==> config.mk <==
export PLATFORM = sky130hd
export DESIGN_NAME = game_flow_ctrl_flat
export DESIGN_NICKNAME = d
export VERILOG_FILES = /design/src/rtl/game_flow_ctrl_if.sv /design/src/rtl/game_flow_ctrl.sv /design/src/flat_wrapper.sv
export SDC_FILE = /design/constraint.sdc
export NUM_CORES = 1
export LEC_CHECK = 0
export BUFFER_PORTS_ARGS = -buffer_cell sky130_fd_sc_hd__buf_2
export CAP_MARGIN = 20
export CORE_UTILIZATION = 40
export CTS_BUF_LIST = sky130_fd_sc_hd__clkbuf_2 sky130_fd_sc_hd__clkbuf_4 sky130_fd_sc_hd__clkbuf_8
export DETAILED_ROUTE_END_ITERATION = 10
export REMOVE_ABC_BUFFERS = 1
export SETUP_SLACK_MARGIN = 0.4
export SYNTH_ARGS = -nofsm -noshare
export SYNTH_HDL_FRONTEND = slang
export SYNTH_SLANG_ARGS = --single-unit
==> constraint.sdc <==
create_clock -name clk -period 3.8 [get_ports clk]
set_clock_uncertainty 0.05 [all_clocks]
set_input_delay 0.19 -clock clk [delete_from_list [all_inputs] [get_ports clk]]
set_output_delay 0.19 -clock clk [all_outputs]
set_load 0.01 [all_outputs]
==> src/rtl/game_flow_ctrl_if.sv <==
// Signal bundle between the game sequencer and its neighbours: key/collision
// inputs coming in, status/flash/restart/turn information going out.
// The controller takes the master view; the surrounding logic uses slave.
interface game_flow_ctrl_if #(
    parameter int NUM_KEYS = 4,
    parameter int TEAM_W   = 1
);
    logic [NUM_KEYS-1:0] key_press;
    logic                pause_key;
    logic                hit_wall;
    logic                hit_body;
    logic                hit_min_length;
    logic [2:0]          game_status;
    logic                die_flash;
    logic                restart;
    logic [TEAM_W-1:0]   team_idx;
    logic                round_done;
    logic                game_over;

    modport master (
        input  key_press, pause_key, hit_wall, hit_body, hit_min_length,
        output game_status, die_flash, restart, team_idx, round_done, game_over
    );

    modport slave (
        output key_press, pause_key, hit_wall, hit_body, hit_min_length,
        input  game_status, die_flash, restart, team_idx, round_done, game_over
    );
endinterface

==> src/rtl/game_flow_ctrl.sv <==
// Top-level game sequencer for the snake game:
// START -> PLAY -> DIE -> RESTART, with an optional PAUSE and a multi-team
// turn counter ending in OVER. All outputs are registered.
// Optional feature macro: GAME_PAUSE_EN (enables PAUSE and pause_key).
//
// state   | code | meaning
// --------+------+-----------------------------------------------------
// RESTART |  0   | restart held high while the snake engine reinitialises
// START   |  1   | waiting for any key to begin the turn
// PLAY    |  2   | turn in progress, waiting for a collision
// DIE     |  3   | death animation, die_flash blinks, fixed duration
// PAUSE   |  4   | play frozen until the next pause_key
// OVER    |  5   | all teams have played, waiting for a key to start over
module game_flow_ctrl #(
    parameter int NUM_KEYS       = 4,
    parameter int NUM_TEAMS      = 2,
    parameter int RESTART_CYCLES = 6,
    parameter int FLASH_PERIOD   = 25_000_000,
    parameter int FLASH_TOGGLES  = 6,
    parameter int DIE_CYCLES     = 200_000_001,
    parameter int CNT_W          = 32
) (
    input  logic          clk,
    input  logic          rst,
    game_flow_ctrl_if.master bus
);
    localparam int TEAM_W = (NUM_TEAMS > 1) ? $clog2(NUM_TEAMS) : 1;
    localparam int TGL_W  = (FLASH_TOGGLES > 0) ? $clog2(FLASH_TOGGLES + 1) : 1;

    localparam logic [2:0] S_RESTART = 3'd0;
    localparam logic [2:0] S_START   = 3'd1;
    localparam logic [2:0] S_PLAY    = 3'd2;
    localparam logic [2:0] S_DIE     = 3'd3;
`ifdef GAME_PAUSE_EN
    localparam logic [2:0] S_PAUSE   = 3'd4;
`endif
    localparam logic [2:0] S_OVER    = 3'd5;

    localparam logic [CNT_W-1:0]  DIE_LAST     = CNT_W'(DIE_CYCLES - 1);
    localparam logic [CNT_W-1:0]  RESTART_LAST = CNT_W'(RESTART_CYCLES - 1);
    localparam logic [CNT_W-1:0]  FLASH_LOAD   = CNT_W'(FLASH_PERIOD);
    localparam logic [CNT_W-1:0]  FLASH_RELOAD = CNT_W'(FLASH_PERIOD - 1);
    localparam logic [TGL_W-1:0]  TGL_LOAD     = TGL_W'(FLASH_TOGGLES);
    localparam logic [TEAM_W-1:0] TEAM_LAST    = TEAM_W'(NUM_TEAMS - 1);

    logic [2:0]        state, state_n;
    logic [CNT_W-1:0]  cnt, cnt_n;
    // flash_tmr hits zero exactly when cnt reaches the next multiple of FLASH_PERIOD
    logic [CNT_W-1:0]  flash_tmr, flash_tmr_n;
    logic [TGL_W-1:0]  flash_left, flash_left_n;
    logic              die_flash_q, die_flash_n;
    logic              restart_q;
    logic [TEAM_W-1:0] team_q, team_n;
    logic              round_done_q, round_done_n;
    logic              game_over_q;
    logic              hit;
    logic              any_key;

    assign hit     = bus.hit_wall | bus.hit_body | bus.hit_min_length;
    assign any_key = |bus.key_press;

`ifndef GAME_PAUSE_EN
    // pause_key is kept on the interface but has no effect in this build
    logic unused_pause;
    assign unused_pause = bus.pause_key;
`endif

    assign bus.game_status = state;
    assign bus.die_flash   = die_flash_q;
    assign bus.restart     = restart_q;
    assign bus.team_idx    = team_q;
    assign bus.round_done  = round_done_q;
    assign bus.game_over   = game_over_q;

    // Next-state, counter and flash/turn bookkeeping
    always_comb begin
        state_n      = state;
        cnt_n        = cnt;
        flash_tmr_n  = flash_tmr;
        flash_left_n = flash_left;
        die_flash_n  = die_flash_q;
        team_n       = team_q;
        round_done_n = 1'b0;
        case (state)
            S_START: begin
                if (any_key) state_n = S_PLAY;
            end
            S_PLAY: begin
                if (hit) begin
                    state_n      = S_DIE;
                    cnt_n        = '0;
                    flash_tmr_n  = FLASH_LOAD;
                    flash_left_n = TGL_LOAD;
                    die_flash_n  = 1'b1;
                end
`ifdef GAME_PAUSE_EN
                else if (bus.pause_key) begin
                    state_n = S_PAUSE;
                end
`endif
            end
`ifdef GAME_PAUSE_EN
            S_PAUSE: begin
                if (bus.pause_key) state_n = S_PLAY;
            end
`endif
            S_DIE: begin
                if (cnt == DIE_LAST) begin
                    cnt_n        = '0;
                    die_flash_n  = 1'b1;
                    round_done_n = 1'b1;
                    if (team_q == TEAM_LAST) begin
                        state_n = S_OVER;
                    end else begin
                        team_n  = team_q + TEAM_W'(1);
                        state_n = S_RESTART;
                    end
                end else begin
                    cnt_n = cnt + CNT_W'(1);
                    if (flash_tmr == '0) begin
                        if (flash_left != '0) begin
                            die_flash_n  = ~die_flash_q;
                            flash_left_n = flash_left - TGL_W'(1);
                        end
                        flash_tmr_n = FLASH_RELOAD;
                    end else begin
                        flash_tmr_n = flash_tmr - CNT_W'(1);
                    end
                end
            end
            S_RESTART: begin
                if (cnt == RESTART_LAST) begin
                    state_n = S_START;
                    cnt_n   = '0;
                end else begin
                    cnt_n = cnt + CNT_W'(1);
                end
            end
            S_OVER: begin
                if (any_key) begin
                    team_n  = '0;
                    cnt_n   = '0;
                    state_n = S_RESTART;
                end
            end
            default: begin
                state_n     = S_START;
                cnt_n       = '0;
                die_flash_n = 1'b1;
            end
        endcase
    end

    // State and output registers; restart/game_over follow the next state
    always_ff @(posedge clk) begin
        if (rst) begin
            state        <= S_START;
            cnt          <= '0;
            flash_tmr    <= '0;
            flash_left   <= '0;
            die_flash_q  <= 1'b1;
            restart_q    <= 1'b0;
            team_q       <= '0;
            round_done_q <= 1'b0;
            game_over_q  <= 1'b0;
        end else begin
            state        <= state_n;
            cnt          <= cnt_n;
            flash_tmr    <= flash_tmr_n;
            flash_left   <= flash_left_n;
            die_flash_q  <= die_flash_n;
            restart_q    <= (state_n == S_RESTART);
            team_q       <= team_n;
            round_done_q <= round_done_n;
            game_over_q  <= (state_n == S_OVER);
        end
    end
endmodule

==> src/flat_wrapper.sv <==
// flat-port wrapper written by rule: the top's interface ports become plain ports
module game_flow_ctrl_flat 
#(
    parameter int NUM_KEYS       = 4,
    parameter int NUM_TEAMS      = 2,
    parameter int RESTART_CYCLES = 6,
    parameter int FLASH_PERIOD   = 25_000_000,
    parameter int FLASH_TOGGLES  = 6,
    parameter int DIE_CYCLES     = 200_000_001,
    parameter int CNT_W          = 32
)
  (clk, rst, bus_key_press, bus_pause_key, bus_hit_wall, bus_hit_body, bus_hit_min_length, bus_game_status, bus_die_flash, bus_restart, bus_team_idx, bus_round_done, bus_game_over);
  game_flow_ctrl_if #(.NUM_KEYS(NUM_KEYS), .TEAM_W(1)) bus_i ();
  input  logic clk;
  input  logic rst;
  input wire logic [$bits(bus_i.key_press)-1:0] bus_key_press;
  input wire logic [$bits(bus_i.pause_key)-1:0] bus_pause_key;
  input wire logic [$bits(bus_i.hit_wall)-1:0] bus_hit_wall;
  input wire logic [$bits(bus_i.hit_body)-1:0] bus_hit_body;
  input wire logic [$bits(bus_i.hit_min_length)-1:0] bus_hit_min_length;
  output wire logic [$bits(bus_i.game_status)-1:0] bus_game_status;
  output wire logic [$bits(bus_i.die_flash)-1:0] bus_die_flash;
  output wire logic [$bits(bus_i.restart)-1:0] bus_restart;
  output wire logic [$bits(bus_i.team_idx)-1:0] bus_team_idx;
  output wire logic [$bits(bus_i.round_done)-1:0] bus_round_done;
  output wire logic [$bits(bus_i.game_over)-1:0] bus_game_over;
  assign bus_i.key_press = bus_key_press;
  assign bus_i.pause_key = bus_pause_key;
  assign bus_i.hit_wall = bus_hit_wall;
  assign bus_i.hit_body = bus_hit_body;
  assign bus_i.hit_min_length = bus_hit_min_length;
  assign bus_game_status = bus_i.game_status;
  assign bus_die_flash = bus_i.die_flash;
  assign bus_restart = bus_i.restart;
  assign bus_team_idx = bus_i.team_idx;
  assign bus_round_done = bus_i.round_done;
  assign bus_game_over = bus_i.game_over;
  game_flow_ctrl #(.NUM_KEYS(NUM_KEYS), .NUM_TEAMS(NUM_TEAMS), .RESTART_CYCLES(RESTART_CYCLES), .FLASH_PERIOD(FLASH_PERIOD), .FLASH_TOGGLES(FLASH_TOGGLES), .DIE_CYCLES(DIE_CYCLES), .CNT_W(CNT_W)) u_core (.clk(clk), .rst(rst), .bus(bus_i));
endmodule
After elaboration in Yosys (flattened, before gate mapping) --
Cells that the tools add are included.
Operators by class: add/subtract/negate cells 4, multipliers 0, divide/modulo/power cells 0, order comparisons 0, eq/ne operators 15, shift-type cells 0, multiplexer cells 31, bitwise gates (word level) 6, reductions and logical operators 14
Operators by type and width (count):
- 32-bit two-way mux | 7
- 32-bit one-hot mux with 5 select lines | 1
- 32-bit one-hot mux with 2 select lines | 1
- 32-bit by 1-bit adder with 32-bit output (second input constant) | 1
- 32-bit by 28-bit equality test with 1-bit output (second input constant) | 1
- 32-bit by 3-bit equality test with 1-bit output (second input constant) | 1
- 32-bit logical NOT | 1
- 32-bit by 1-bit subtractor with 32-bit output (second input constant) | 1
- 3-bit two-way mux | 10
- 3-bit one-hot mux with 5 select lines | 1
- 2-bit by 1-bit inequality test with 1-bit output (second input constant) | 5
- 3-bit AND reduction | 3
- 1-bit two-way mux | 8
- 3-bit by 2-bit equality test with 1-bit output (second input constant) | 2
- 3-bit equality test (second input constant) | 2
- 3-bit logical NOT | 2
- 3-bit by 1-bit inequality test with 1-bit output (second input constant) | 2
- 3-bit one-hot mux with 2 select lines | 1
- 5-bit AND reduction | 1
- 1-bit inverter | 4
- 4-bit AND reduction | 1
- 2-bit nonzero test | 2
- 4-bit OR reduction | 1
- 3-bit by 1-bit equality test with 1-bit output (second input constant) | 1
- 9 further kinds | 10
Word-level totals: bits in registers 75, latch bits 0, memory bits (writable) 0, ROM bits 0, input bits 10, output and inout port bits 8, logic and storage cells 79, memories 0

Depth between registers and ports, before layout --
Gate-level depths: netlist of run 1.
word-level depth 5, mapped depth 10, depth with buffers taken out 8

Worst setup path before layout of run 1 --
No wires, ideal clock.
path type register to register, start register u_core.flash_tmr[20], end register u_core.die_flash_q, in the netlist u_core.bus.die_flash, setup time 0.122 ns, data arrival time 2.546 ns, required time 3.628 ns, setup slack 1.083 ns, cell stages (with the launch flop) 8, buffers on the path 1, period minus slack after synthesis 2.717 ns, cells stage by stage dfxtp_1 or4_4 or4_4 or4_4 buf_6 nor3b_4 nand2_1 a221o_1
On the way: cells in the longest elaborated chain, start to end 3
RTL lines:
- start, declared | RTL line game_flow_ctrl.sv:49 | logic [CNT_W-1:0] flash_tmr, flash_tmr_n;
- start signal, assigned | RTL line game_flow_ctrl.sv:169 | flash_tmr <= flash_tmr_n;
- 32-bit logical NOT | RTL line game_flow_ctrl.sv:120 | if (flash_tmr == '0) begin
- 3-bit by 1-bit inequality test with 1-bit output (no source line)
- 4-bit AND reduction (no source line)
- end signal, assigned | RTL line game_flow_ctrl.sv:171 | die_flash_q <= die_flash_n;
- end, declared | RTL line game_flow_ctrl.sv:51 | logic die_flash_q, die_flash_n;
Every way passes these cells. A chain may end at the register's enable or synchronous reset.

Final worst setup path of run 1 --
start register u_core.cnt[0], end register u_core.flash_tmr[1]
On the way: cells in the longest elaborated chain, start to end 3
RTL lines:
- start, declared | RTL line game_flow_ctrl.sv:47 | logic [CNT_W-1:0] cnt, cnt_n;
- start signal, assigned | RTL line game_flow_ctrl.sv:168 | cnt <= cnt_n;
- 32-bit by 28-bit equality test with 1-bit output | RTL line game_flow_ctrl.sv:108 | if (cnt == DIE_LAST) begin
- 2-bit inequality test (no source line)
- 3-bit AND reduction (no source line)
Every way passes these cells.

==> summary.txt, run 1 <==
STA
  • Final Hold Vio Count: 0
  • Rel. slew slack: 30.49%
  • RSZ-0062 raised after global routing: no
  • Slew Limit Fails: 0
  • Setup_tns: 0 ps
  • Hold_ws: 279.0 ps
  • Setup violators final: 0
  • Period utilisation layout: 78.42%
  • Fmax: 0.3356 GHz
  • Worst-margin pin slew: 1043 ps
  • Fin crit period: 2980 ps

Route
  • Antenna viol nets, final: 0
  • DR WL/cell: 15.32 µm
  • Initial DRC Count: 233
  • Via count: 3679
  • 1st-pass router iterations: 5
  • DRC violations left: 0
  • Routed WL: 10010 µm
  • Via/cell ratio: 5.634

Setup path
  • Worst Setup End Kind: flip-flop
  • Largest driver fanout on the critical path: 16
  • Most used cell, CP: or4_1
  • Kind of critical path: reg -> reg
  • Worst Path Arrival: 3160 ps
  • Startpoint Class: flip-flop
  • Max incr delay on CP: 740 ps
  • Cell Chain, Critical Path: inv_1 -> ha_1 -> nand2_1 -> or4_1 -> or4_1 -> o21ai_1 -> mux2i_1 -> nor2_1
  • Slowest cell on crit path: or4_1
  • CP Data Required Time: 3980 ps

Clock tree
  • Root buf cell: clkbuf_8
  • CTS tree: built
  • CTS Sinks: 75
  • Clock slew at reported path FFs: 80 ps
  • CTS HTree Levels: 3
  • Inserted Clock Buffers: 9
  • Hold Buf Count CTS: 0
  • Longest Clk Path Bufs: 2
  • Post-CTS sizing: 0
  • Clock Latency Late Sink: 370 ps
  • Post-CTS Setup Bufs: 0

Synth
  • Total number of yosys warnings: 0
  • Yosys cell types: 57
  • Seq/Total Area, Yosys: 36.95%
  • Top FF cell, synth: dfxtp_1
  • Synth Register Bits: 75
  • Post-Synthesis Cells: 506
  • Post-synth EDFFs: 0
  • Synthesized cell area: 4064 µm²
  • Synth async-reset ratio: 0%
  • Mean Syn Cell Area: 8.031 µm²

Global routing
  • Gr usage total: 20.47%
  • Gr ovfl total: 0
  • First-pass GRT wire length: 16570 µm
  • Initial antenna violation count: 0
  • Vias in the first global route: 3369
  • Pin count of the biggest net entering global routing: 49

Layout
  • # diodes: 0
  • Area Growth Syn to Fin: 10.87%
  • Layout Nets: 532
  • Proportion of layout cells with a drive suffix above 1: 10.38%

Pwr
  • Maximum vdd drop: 0.2926 mV
  • Leakage Power: 1.559 nW
  • Pwr/cell area: 471.6 nW/µm²

Die
  • Die Area: 10570 µm²
  • Core ar.: 9819 µm²
  • Die Span Y: 102.8 µm
  • Starting Density: 41.39%
  • Die W: 102.8 µm
  • Io pins: 18
  • FP Rows: 36

Flow run
  • Max-cap violations: 0

Placement
  • Gp weighted congestion: 0.7877
  • Port bufs: 16
  • Final HPWL DP: 6785 µm

Status
  • Status: completed

Worst hold path
  • HP Class: in -> reg
## per-stage QoR
stage | utilization, % | worst slack (ps) | power (mW) | instance area, µm² | instances
global route | 45.88 | 672.9 | 2.240 | 4506 | 653
CTS | 45.88 | 816.3 | 2.146 | 4506 | 653
finish | 45.88 | 820.0 | 2.125 | 4506 | 653
detailed placement | 43.39 | 836.3 | 1.373 | 4260 | 637
floorplan | - | 1131 | 1.232 | 3961 | 481
global placement | 43.39 | 881.6 | 1.363 | 4260 | 637
## cell usage after synthesis, types with 8 or more instances
cell type	number	area (µm²)
dfxtp_1	75	1501
nor2_1	65	244.0
nand2_1	48	180.2
xor2_1	31	271.5
nand3_1	23	115.1
a21oi_1	21	105.1
clkbuf_1	21	78.83
o21ai_0	20	100.1
nand4_1	17	106.4
nor3_1	17	85.08
nor4_1	16	100.1
inv_1	12	45.04
or4_1	12	90.09
a31oi_1	9	56.30
o21ai_1	9	45.04
xnor2_1	8	70.07
## state kept, by name (all words and copies together) (netlist names)
name and cells:
u_core.bus.game_over 1, u_core.bus.die_flash 1, u_core.bus.round_done 1, u_core.bus.restart 1, u_core.flash_left 3, u_core.flash_tmr 32, u_core.bus.team_idx 1, u_core.cnt 32
u_core.bus.game_status 3
## critical path: cells and delay by family (launching register included)
family          cells  cell delay [ps]
compound gates      1              540
buf+inv             1              130
mux                 1              250
flops               1              350
simple gates        4             1350
fa+ha+maj           1              160
## final timing paths
| path | cells after the start | to | slack, ps | start |
|---|---|---|---|---|
| worst max-delay path | 8 | u_core.flash_tmr[1]$_SDFFE_PP0P_ | 820 | u_core.cnt[0]$_SDFFE_PP0P_ |
| worst max register to register | 8 | u_core.flash_tmr[1]$_SDFFE_PP0P_ | 820 | u_core.cnt[0]$_SDFFE_PP0P_ |
| worst min register to register | 2 | u_core.bus.team_idx$_SDFFE_PP0P_ | 420 | u_core.bus.team_idx$_SDFFE_PP0P_ |
| worst min-delay path | 5 | u_core.bus.team_idx$_SDFFE_PP0P_ | 280 | bus_key_press[2] |
## layout make-up
class,count,area (µm²)
inverters,12,45.04
flip-flops and latches,75,1501
clock buffers,11,145.1
clock inverters,5,100.1
multi-input cells,394,2415
fillers,1023,5314
repair buffers,23,132.6
well taps,133,166.4
## power by group
part | internal [mW] | switching (mW)
sequential | 0.841 | 0.0580
combinational | 0.170 | 0.288
clock | 0.459 | 0.310
total | 1.47 | 0.655
## layer usage
| layer | routed length, µm | GRT usage [%] | part of all wire [%] |
|---|---|---|---|
| met1 | 4822 | 26.55 | 48 |
| met2 | 4689 | 33.23 | 47 |
| met3 | 373 | 5.695 | 3.7 |
| met4 | 120 | 5.850 | 1.2 |
| met5 | 0 | 0 | 0 |
## cell families (layout without fill, tap and decap cells)
| group | Yosys count | after routing | share of synthesized area, % |
|---|---|---|---|
| AOI/OAI and AO/OA | 99 | 99 | 15.95 |
| xor gates and xnor gates | 39 | 39 | 8.405 |
| and+or+nand+nor | 245 | 245 | 31.93 |
| buffers and inverters | 37 | 51 | 3.633 |
| muxes | 4 | 4 | 0.9853 |
| adders and majority gates | 7 | 7 | 2.155 |
| DFF | 75 | 75 | 36.95 |
## layout by cell type (no fill, tap or decap), types with 5 or more instances in the layout
cell type and n:
o2111ai_1 5, xnor2_1 8, ha_1 7, nand4_1 17, and3_1 5, inv_1 12, buf_2 16, o21ai_0 20
a21oi_1 21, xor2_1 31, o211ai_1 7, dfxtp_1 75, nor3_1 17, a31oi_1 9, o21ai_1 9, buf_4 7
nor4_1 16, nor2_1 65, nand2b_1 5, nand3_1 23, or4_1 12, nand2_1 48, nor2b_1 6, or3_1 7
clkbuf_8 10
(Power assumes the default switching activity.)
==> run 2: changes to the inputs <==
==> constraint.sdc (replaced) <==
create_clock -name clk -period 2.45 [get_ports clk]
set_clock_uncertainty 0.05 [all_clocks]
set_input_delay 0.1225 -clock clk [delete_from_list [all_inputs] [get_ports clk]]
set_output_delay 0.1225 -clock clk [all_outputs]
set_load 0.01 [all_outputs]
==> run 2 against run 1 <==
Compared with the run above: the flow now finishes with violations (negative setup slack); power increased by 64%; critical path depth is 2 lower; setup slack got worse by 910 ps; final cell count increased by 10%; clock-buffer cell count did not move; wire length up 12%; hold slack got worse by 54 ps; critical endpoint is now u_core.bus.die_flash$_SDFFE_PP1P_; largest cell class unchanged.
==> summary.txt, run 2 (synthesis gave the netlist of run 1 again) <==
Setup path
  • Buf/Inv on CP: 0 (was 1)
  • Slowest cell on crit path: or4_4 (was or4_1)
  • Worst Path Arrival: 2720 ps (was 3160 ps)
  • CP startpoint: u_core.flash_tmr[20]$_SDFFE_PP0P_ (was u_core.cnt[0]$_SDFFE_PP0P_)
  • Cell Chain, Critical Path: or4_4 -> or4_4 -> or4_4 -> nor3b_4 -> nand2_1 -> a221o_1 (was inv_1 -> ha_1 -> nand2_1 -> or4_1 -> or4_1 -> o21ai_1 -> mux2i_1 -> nor2_1)
  • Critical Path Sink: u_core.bus.die_flash$_SDFFE_PP1P_ (was u_core.flash_tmr[1]$_SDFFE_PP0P_)
  • Worst path top cell family by delay: simple AND/OR/NAND/NOR gates (unchanged)
  • Setup slack, reg-to-reg: -90 ps (was 820 ps)
  • Cells on worst reg2reg path: 6 (was 8)
  • Kind of critical path: reg -> reg (unchanged)
  • Most used cell, CP: or4_4 (was or4_1)
  • R2r startpoint: u_core.flash_tmr[20]$_SDFFE_PP0P_ (was u_core.cnt[0]$_SDFFE_PP0P_)
  • Startpoint Class: flip-flop (unchanged)
  • CP Data Required Time: 2640 ps (was 3980 ps)
  • Largest driver fanout on the critical path: 2 (was 16)
  • CP Depth: 6 (was 8)
  • R2r endpoint: u_core.bus.die_flash$_SDFFE_PP1P_ (was u_core.flash_tmr[1]$_SDFFE_PP0P_)
  • Worst Setup End Kind: flip-flop (unchanged)
  • Max incr delay on CP: 530 ps (was 740 ps)

Layout
  • Proportion of layout cells with a drive suffix above 1: 25.17% (was 10.38%)
  • # diodes: 0 (unchanged)
  • Layout Nets: 600 (was 532)
  • Area Growth Syn to Fin: 30.48% (was 10.87%)
  • Largest regs: u_core.cnt (32), u_core.flash_tmr (32) (unchanged)
  • Most frequent cells in the layout: 73 x dfxtp_1, 64 x nor2_1, 59 x buf_4 (was 75 x dfxtp_1, 65 x nor2_1, 48 x nand2_1)
  • Most common cell after layout, fill and taps aside: dfxtp_1 (unchanged)

Pwr
  • Leakage Power: 2.006 nW (was 1.559 nW)
  • Tot Pwr: 3.477 mW (was 2.125 mW)
  • Pwr/cell area: 655.7 nW/µm² (was 471.6 nW/µm²)
  • Maximum vdd drop: 0.3613 mV (was 0.2926 mV)

Die
  • Die Span Y: 102.8 µm (unchanged)
  • FP Rows: 36 (unchanged)
  • Io pins: 18 (unchanged)
  • Die Area: 10570 µm² (unchanged)
  • Starting Density: 41.39% (unchanged)
  • Core ar.: 9819 µm² (unchanged)
  • Die W: 102.8 µm (unchanged)

Route
  • Initial DRC Count: 212 (was 233)
  • DRC violations left: 0 (unchanged)
  • DR WL/cell: 15.52 µm (was 15.32 µm)
  • 1st-pass router iterations: 4 (was 5)
  • Routed WL: 11190 µm (was 10010 µm)
  • Antenna viol nets, final: 0 (unchanged)
  • Via count: 4067 (was 3679)
  • Via/cell ratio: 5.641 (was 5.634)

Global routing
  • Gr ovfl total: 0 (unchanged)
  • First-pass GRT wire length: 18330 µm (was 16570 µm)
  • Initial antenna violation count: 0 (unchanged)
  • Gr busiest metal: met2 (unchanged)
  • M1 GR Usage: 30.46% (was 26.55%)
  • Met3 Resource Use GR: 3.390% (was 5.695%)
  • Pin count of the biggest net entering global routing: 36 (was 49)
  • Vias in the first global route: 3785 (was 3369)
  • Gr usage total: 22.56% (was 20.47%)
  • Met2 Use GR: 36.15% (was 33.23%)

STA
  • Period utilisation layout: 103.5% (was 78.42%)
  • Slew Limit Fails: 0 (unchanged)
  • RSZ-0062 raised after global routing: yes (was no)
  • Hold_ws: 225.5 ps (was 279.0 ps)
  • Setup violators final: 17 (was 0)
  • Rel. slew slack: 54.23% (was 30.49%)
  • Slack of the critical path: -86.26 ps (was 820.0 ps)
  • Fin crit period: 2536 ps (was 2980 ps)
  • Worst-margin pin slew: 686.6 ps (was 1043 ps)
  • Fmax: 0.3943 GHz (was 0.3356 GHz)
  • Final Hold Vio Count: 0 (unchanged)

Clock tree
  • CTS HTree Levels: 3 (unchanged)
  • Longest Clk Path Bufs: 2 (unchanged)
  • Root buf cell: clkbuf_8 (unchanged)
  • Clock slew at reported path FFs: 80 ps (about the same)
  • CTS Sinks: 75 (unchanged)
  • Clock Latency Late Sink: 350 ps (was 370 ps)
  • Inserted Clock Buffers: 9 (unchanged)
  • CTS tree: built (unchanged)

Worst hold path
  • HP Class: in -> reg (unchanged)
  • Min-delay src: bus_key_press[2] (unchanged)

Placement
  • Gp weighted congestion: 0.8273 (was 0.7877)
  • Final HPWL DP: 7515 µm (was 6785 µm)
  • Worst slack, placed: -117.8 ps (was 836.3 ps)
  • Port bufs: 16 (unchanged)

Flow run
  • Max-cap violations: 0 (unchanged)

Status
  • Status: finished, violations left (was completed)
  • Violated checks: negative setup slack
[run 2: metal layers]
layer	wire, µm	up-vias
met5	0	-
met4	221	0
met3	473	21
met2	5202	102
met1	5293	1941
li1	-	2003
[run 2: layout make-up]
cell class,instances,area [µm²]
well taps,133,166.4
fillers,951,4517
repair buffers,90,764.5
multi-input cells,395,2577
clock buffers,11,145.1
flip-flops and latches,75,1504
clock inverters,5,100.1
inverters,12,45.04
[run 2: stage by stage]
| step | area [µm²] | instances | TNS [ps] | utilization, % |
|---|---|---|---|---|
| CTS | 5229 | 718 | -930.7 | 53.25 |
| floorplan | 3961 | 481 | -2361 | - |
| global placement | 4678 | 691 | -1609 | 47.64 |
| global route | 5303 | 721 | -2156 | 54.00 |
| detailed placement | 4678 | 691 | -2198 | 47.64 |
| finish | 5303 | 721 | -949.6 | 54.00 |
[run 2: worst min-delay path, stage by stage]
cell,delay (ps)
buf_2,80
or4_1,160
nand3_1,100
nand2_1,70
a21oi_1,50
[run 2: what timing repair did]
action,in CTS,in global routing
buffers inserted,8,3
cloned,3,0
pin swaps,10,11
hold buffers,0,0
resized for setup,41,13
endpoints found under the setup margin,74,75
[run 2: worst min-delay path by stage]
stage,slack [ps],depth (start not counted),endpoint
floorplan,140,1,u_core.bus.team_idx$_SDFFE_PP0P_
global route,260,5,u_core.bus.team_idx$_SDFFE_PP0P_
detailed placement,420,2,u_core.flash_left[0]$_SDFFE_PP0P_
global placement,410,2,u_core.flash_left[0]$_SDFFE_PP0P_
CTS,220,5,u_core.bus.team_idx$_SDFFE_PP0P_
finish,230,5,u_core.bus.team_idx$_SDFFE_PP0P_
[run 2: power by group]
part	leakage (nW)	internal, mW	switching, mW
logic	1.27	0.400	0.524
registers	0.610	1.31	0.0765
clock network	0.127	0.713	0.458
total	2.01	2.42	1.06
